==> src/rtl/fifo_arb_pkg.sv <==
// Shared types and helpers for the FIFO write-port arbiter.
package fifo_arb_pkg;

  typedef enum logic {
    ARB_IDLE  = 1'b0,
    ARB_GRANT = 1'b1
  } arb_state_e;

  // Largest burst length the beat counter is meant to handle.
  localparam int BURST_MAX_LIMIT = 16;

  // Index width for a requester count; never narrower than one bit.
  function automatic int idx_width(input int n);
    return (n < 2) ? 1 : $clog2(n);
  endfunction

endpackage

==> src/rtl/fifo_wr_arbiter_rr_pick.sv <==
// rr_pick: combinational round-robin picker. Finds the first set bit of req
// searching upward from last+1, wrapping modulo NUM_REQ.
module rr_pick #(
  parameter int NUM_REQ = 4,
  parameter int IW      = 2
) (
  input  logic [NUM_REQ-1:0] req,
  input  logic [IW-1:0]      last,
  output logic               found,
  output logic [IW-1:0]      winner
);

  // Scan offsets from farthest to nearest so the nearest hit is written last
  // and wins; equivalent to rotate / priority-encode / rotate back.
  always_comb begin
    logic [IW-1:0] idx;
    found  = 1'b0;
    winner = '0;
    idx    = '0;
    for (int k = NUM_REQ; k >= 1; k--) begin
      idx = IW'((int'(last) + k) % NUM_REQ);
      if (req[idx]) begin
        found  = 1'b1;
        winner = idx;
      end
    end
  end

endmodule

==> src/rtl/fifo_wr_arbiter.sv <==
// fifo_wr_arbiter: shares the async FIFO write port among NUM_REQ requesters
// with round-robin burst grants. Optional macro FIFO_WR_ARB_PRIO0_EN gives
// requester 0 absolute priority at arbitration time.
module fifo_wr_arbiter
  import fifo_arb_pkg::*;
#(
  parameter int NUM_REQ    = 4,
  parameter int DATA_WIDTH = 8,
  parameter int BURST_MAX  = 4
) (
  input  logic                            clk,
  input  logic                            rst_n,
  input  logic [NUM_REQ-1:0]              req_valid,
  input  logic [NUM_REQ*DATA_WIDTH-1:0]   req_data,
  input  logic [NUM_REQ-1:0]              req_last,
  output logic [NUM_REQ-1:0]              req_ready,
  input  logic                            fifo_full,
  output logic                            fifo_wr_en,
  output logic [DATA_WIDTH-1:0]           fifo_wr_data,
  output logic [idx_width(NUM_REQ)-1:0]   grant_id,
  output logic                            busy
);

  localparam int IW = idx_width(NUM_REQ);
  // Burst length is clamped to the range the counter is designed for.
  localparam int BM = (BURST_MAX > BURST_MAX_LIMIT) ? BURST_MAX_LIMIT : BURST_MAX;
  localparam int CW = $clog2(BM + 1);

  arb_state_e    state, state_nxt;
  logic [CW-1:0] beat_cnt, cnt_nxt;
  logic [IW-1:0] last_grant;
  logic          rr_found, pick_found;
  logic [IW-1:0] rr_idx, pick_idx;
  logic          in_grant, g_valid, g_last, beat, release_g;

`ifdef FIFO_WR_ARB_PRIO0_EN
  // Requester 0 is excluded from the rotation and overrides it when valid.
  rr_pick #(.NUM_REQ(NUM_REQ), .IW(IW)) u_pick (
    .req    ({req_valid[NUM_REQ-1:1], 1'b0}),
    .last   (last_grant),
    .found  (rr_found),
    .winner (rr_idx)
  );
  assign pick_found = req_valid[0] | rr_found;
  assign pick_idx   = req_valid[0] ? '0 : rr_idx;
`else
  rr_pick #(.NUM_REQ(NUM_REQ), .IW(IW)) u_pick (
    .req    (req_valid),
    .last   (last_grant),
    .found  (rr_found),
    .winner (rr_idx)
  );
  assign pick_found = rr_found;
  assign pick_idx   = rr_idx;
`endif

  // Granted-requester handshake, write-port mux and release decision.
  always_comb begin
    in_grant     = (state == ARB_GRANT);
    g_valid      = req_valid[grant_id];
    g_last       = req_last[grant_id];
    cnt_nxt      = beat_cnt + CW'(1);
    beat         = in_grant && g_valid && !fifo_full;
    req_ready    = '0;
    if (in_grant) req_ready[grant_id] = !fifo_full;
    fifo_wr_en   = beat;
    fifo_wr_data = req_data[grant_id*DATA_WIDTH +: DATA_WIDTH];
    busy         = in_grant;
    // A full FIFO freezes the grant, even if the requester drops valid.
    release_g    = in_grant &&
                   ((beat && (g_last || cnt_nxt == CW'(BM))) ||
                    (!g_valid && !fifo_full));
  end

  // Next-state logic.
  always_comb begin
    state_nxt = state;
    case (state)
      ARB_IDLE:  if (pick_found) state_nxt = ARB_GRANT;
      ARB_GRANT: if (release_g)  state_nxt = ARB_IDLE;
      default:   state_nxt = ARB_IDLE;
    endcase
  end

  // State register.
  always_ff @(posedge clk or negedge rst_n) begin
    if (!rst_n) state <= ARB_IDLE;
    else        state <= state_nxt;
  end

  // Grant index, beat counter and rotation pointer.
  always_ff @(posedge clk or negedge rst_n) begin
    if (!rst_n) begin
      grant_id   <= '0;
      beat_cnt   <= '0;
      last_grant <= IW'(NUM_REQ - 1);
    end else if (state == ARB_IDLE) begin
      if (pick_found) begin
        grant_id <= pick_idx;
        beat_cnt <= '0;
      end
    end else begin
      if (beat) beat_cnt <= cnt_nxt;
`ifdef FIFO_WR_ARB_PRIO0_EN
      if (release_g && grant_id != '0) last_grant <= grant_id;
`else
      if (release_g) last_grant <= grant_id;
`endif
    end
  end

endmodule

==> config.mk <==
export PLATFORM = sky130hd
export DESIGN_NAME = fifo_wr_arbiter
export DESIGN_NICKNAME = d
export VERILOG_FILES = /design/src/rtl/fifo_arb_pkg.sv /design/src/rtl/fifo_wr_arbiter_rr_pick.sv /design/src/rtl/fifo_wr_arbiter.sv
export SDC_FILE = /design/constraint.sdc
export NUM_CORES = 1
export LEC_CHECK = 0
export CORE_AREA = 4 4 58 60
export DETAILED_ROUTE_END_ITERATION = 12
export DIE_AREA = 0 0 62 64
export PLACE_DENSITY_LB_ADDON = 0.25
export SETUP_SLACK_MARGIN = 0.05
export SLEW_MARGIN = 20
export SYNTH_ARGS = -nofsm -noshare
export SYNTH_HDL_FRONTEND = slang
export SYNTH_SLANG_ARGS = --single-unit
==> constraint.sdc <==
create_clock -name clk -period 1.55 [get_ports clk]
set_clock_uncertainty 0.15 [all_clocks]
set_input_delay 0.155 -clock clk [delete_from_list [all_inputs] [get_ports clk]]
set_output_delay 0.155 -clock clk [all_outputs]
set_load 0.005 [all_outputs]
==> results of run 1 <==
-- power by group through the flow --
stage | logic, mW | registers, mW | clock network (mW)
6_report | 1.86 | 0.431 | 0.179
5_1_grt | 2.01 | 0.449 | 0.202
4_1_cts | 1.70 | 0.423 | 0.183
3_5_place_dp | 1.48 | 0.433 | 0
3_3_place_gp | 1.45 | 0.429 | 0
2_1_floorplan | 0.755 | 0.379 | 0
-- worst max-delay path: cells and delay by family (launching register included) --
kind / cells / cell delay [ns]
buf+inv: 2 / 0.26
flops: 1 / 0.41
compound gates: 1 / 0.16
mux: 2 / 0.84
-- what timing repair did --
| item | CTS | global route |
|---|---|---|
| setup endpoints to repair | 24 | 21 |
| pin swaps | 4 | 5 |
| hold buffers | 0 | 0 |
| gates resized for setup | 82 | 20 |
| setup buffers | 11 | 6 |
-- metal layers --
metal | track usage (%) | vias up | wire (um)
met1 | 15.0 | 445 | 949
met2 | 28.2 | 33 | 1570
met5 | 0 | - | 0
met3 | 2.22 | 4 | 215
met4 | 3.98 | 0 | 24
li1 | - | 440 | -
-- cell type report --
| class | instances | area (um^2) |
|---|---|---|
| fill | 271 | 1220 |
| timing repair buffer | 92 | 837 |
| multi-input combinational | 51 | 588 |
| sequential | 8 | 204 |
| tap | 33 | 41.3 |
| clock buffer | 4 | 26.3 |
| inverter | 4 | 15.0 |
-- metrics by stage --
step	util [%]	area, um^2
floorplan	-	761
global placement	51.5	1510
detailed placement	51.5	1510
CTS	55.4	1620
global route	58.5	1710
finish	58.5	1710
-- registers in the layout, indices dropped and copies added, names as in the netlist --
name        flops
beat_cnt        3
busy            1
grant_id        2
last_grant      2
-- kinds of logic after synthesis --
kind of cell | share of synthesized area, %
xor gates and xnor gates | 1.17
adders and majority gates | 3.34
and+or+nand+nor | 14.2
AOI/OAI and AO/OA | 11.9
muxes | 36.4
DFF | 27.0
buffers and inverters | 6.01
-- cell usage in the layout, fill, tap and decap left out, types with 2 or more instances in the layout --
master                            Yosys  final
sky130_fd_sc_hd__a21oi_1              3      2
sky130_fd_sc_hd__mux4_2               6     10
sky130_fd_sc_hd__nand2_2              0      2
sky130_fd_sc_hd__nand3_2              0      2
sky130_fd_sc_hd__inv_1                4      4
sky130_fd_sc_hd__clkdlybuf4s50_1      0     42
sky130_fd_sc_hd__buf_4                0     19
sky130_fd_sc_hd__buf_6                1     16
sky130_fd_sc_hd__dfstp_2              2      2
sky130_fd_sc_hd__o21ai_0              4      2
sky130_fd_sc_hd__nor2_1               3      2
sky130_fd_sc_hd__nand3_1              4      2
sky130_fd_sc_hd__nand2_1              5      3
sky130_fd_sc_hd__dfrtp_1              6      5
sky130_fd_sc_hd__clkbuf_4             0      3
sky130_fd_sc_hd__a21oi_4              0      2
sky130_fd_sc_hd__o22ai_1              2      2
sky130_fd_sc_hd__ha_1                 2      2
sky130_fd_sc_hd__buf_2                0     11
sky130_fd_sc_hd__o21ai_1              0      2
sky130_fd_sc_hd__mux2_4               0      2
sky130_fd_sc_hd__clkbuf_2             0      2
-- path summary, 6_finish.rpt --
path                                    startpoint                   endpoint  cells past startpoint
setup / recovery           grant_id[0]$_DFFE_PN0P_  last_grant[0]$_DFFE_PN1P_                      5
hold / removal                               rst_n             busy$_DFF_PN0_                      1
setup reg to reg           grant_id[0]$_DFFE_PN0P_  last_grant[0]$_DFFE_PN1P_                      5
hold reg to reg            beat_cnt[2]$_DFFE_PN0P_    beat_cnt[2]$_DFFE_PN0P_                      2
max in group asynchronous                    rst_n  last_grant[1]$_DFFE_PN1P_                      1
min in group clk           beat_cnt[2]$_DFFE_PN0P_    beat_cnt[2]$_DFFE_PN0P_                      2
==> metrics, run 1 <==
clock sinks=8; class of the most critical hold timing path=in2async; ratio of cells with drive above 1 in the final layout=52.8%; detailed-route vias per instance=4.80; post-synth top area cell=sky130_fd_sc_hd__dfrtp_1; via count of the first global-routing pass=992; Die Footprint=slightly below 4000 um^2; Setup crit start kind=flip-flop; worst path cell trace=buf_6 > mux4_2 > buf_6 > a21oi_4 > mux2_4; proportion of synthesized chip area in sequential cells=27.0%; Total Wirelength=2760 um; Antenna Cells=0; CTS tree=yes; setup total negative slack=-4.18 ns; design internal power=about 1.6 mW; detailed-router iteration count before antenna repair=4; source-to-sink clock delay at the later pin of the worst-skew pair=0.26 ns; Clock Tree Buf Depth=2; antenna violations before repair=0; count of H-tree levels built during CTS=1; maximum capacitance violations=0; unrepaired setup endpoints after global routing=yes; maximum vdd ir drop=1.24 mV; Syn Std Cell Area=749 um^2; DRC viols=0; Synthesized Nets=114; die width=62 um; quantity of I/O buffers inserted on ports=58; number of synthesized flops with an enable pin=0; hold violation count in the final report=0; most common library cells after synthesis=sky130_fd_sc_hd__dfrtp_1 (6), sky130_fd_sc_hd__mux4_2 (6), sky130_fd_sc_hd__clkbuf_1 (5), sky130_fd_sc_hd__nand2_1 (5); half-perimeter wire length of the detailed placement result=2080 um; GRT Total Usage=14.5%; remaining number of nets flagged by the antenna check after routing=0; gate count after technology mapping=69; Final Worst Setup Slack=-0.354 ns; boundary pin count=59; cell with the largest stage delay on the worst path=sky130_fd_sc_hd__mux4_2; post-DR wirelength/cell=between 10 and 15 um; number of placement rows=20; Worst Hold Slack=between 0.015 and 0.02 ns; commonest register cell after synthesis=sky130_fd_sc_hd__dfrtp_1; fraction of power consumed by the clock network=7.2%; max-slew violation total from the final report=0; clock tree root driver cell=sky130_fd_sc_hd__clkbuf_4; DIE HEIGHT=64 um; sum of internal, switching and leakage power=2.47 mW; total gr overflow=0; transition time of the tightest slew-check pin=0.376 ns; CTS clk-pin slew, worst paths=0.07 ns; switching power total=~0.86 mW; proportion of netlist area held by the largest area contributor=20.0%; post-layout min period=between 1.5 and 2 ns; Arrival @ worst endpoint=1.93 ns; pin count of the biggest net entering global routing=9; Achievable Freq=about 530 MHz; Worst Path Class, Setup=reg2reg; setup violators final=17; required time of the critical path=~1.6 ns; ratio of final minimum period to clock period=123%; static leakage=around 0.76 nW; flop-to-flop setup slack=-0.35 ns; starting density of the core=roughly 26%; Non-Filler Instances=192; final weighted congestion in routability-driven placement=0.762; switching power as a share of total power=34.8%; type of element capturing the critical path=flip-flop; violations in the final reports=setup timing; placed cell count=173; Comb pwr share=75.3%; post-synthesis area per instance=10.9 um^2; Iter 0 DRT Violations=39; cell types occupying the most area after synthesis=sky130_fd_sc_hd__dfrtp_1 (20%), sky130_fd_sc_hd__mux4_2 (18%), sky130_fd_sc_hd__mux4_1 (14%), sky130_fd_sc_hd__dfstp_2 (7.0%), sky130_fd_sc_hd__ha_1 (3.3%); register share of total power=around 17%; run status=finished with violations; power density over the cells=approximately 1400 nW/um^2; critical path peak fanout=4; CTS Buf Count=3; wire length of the first global-routing pass=4340 um; ys async rst share=100%; worst setup slack after placement=-0.429 ns; Max transition margin=between 70% and 80%; Yosys reg bits=8; final net count=a little over 200; routed via count=922; count of unique library cells instantiated by Yosys=28; number of warnings issued by yosys=0; relative area change from synthesis to final layout=128%; most used cell along the critical path=sky130_fd_sc_hd__buf_6; area of the core=2930 um^2; Slowest Stage Delay on Critical Path=0.53 ns
Power figures use the tool's default switching activity.
==> run 2: changes to the inputs <==
--- a/config.mk
+++ b/config.mk
@@ -6,6 +6,7 @@
 export NUM_CORES = 1
 export LEC_CHECK = 0
 export CORE_AREA = 4 4 58 60
+export CTS_CLUSTER_SIZE = 25
 export DETAILED_ROUTE_END_ITERATION = 12
 export DIE_AREA = 0 0 62 64
 export PLACE_DENSITY_LB_ADDON = 0.25
==> results of run 2 <==
Final layout, timing and power as in run 1 (identical DEF).
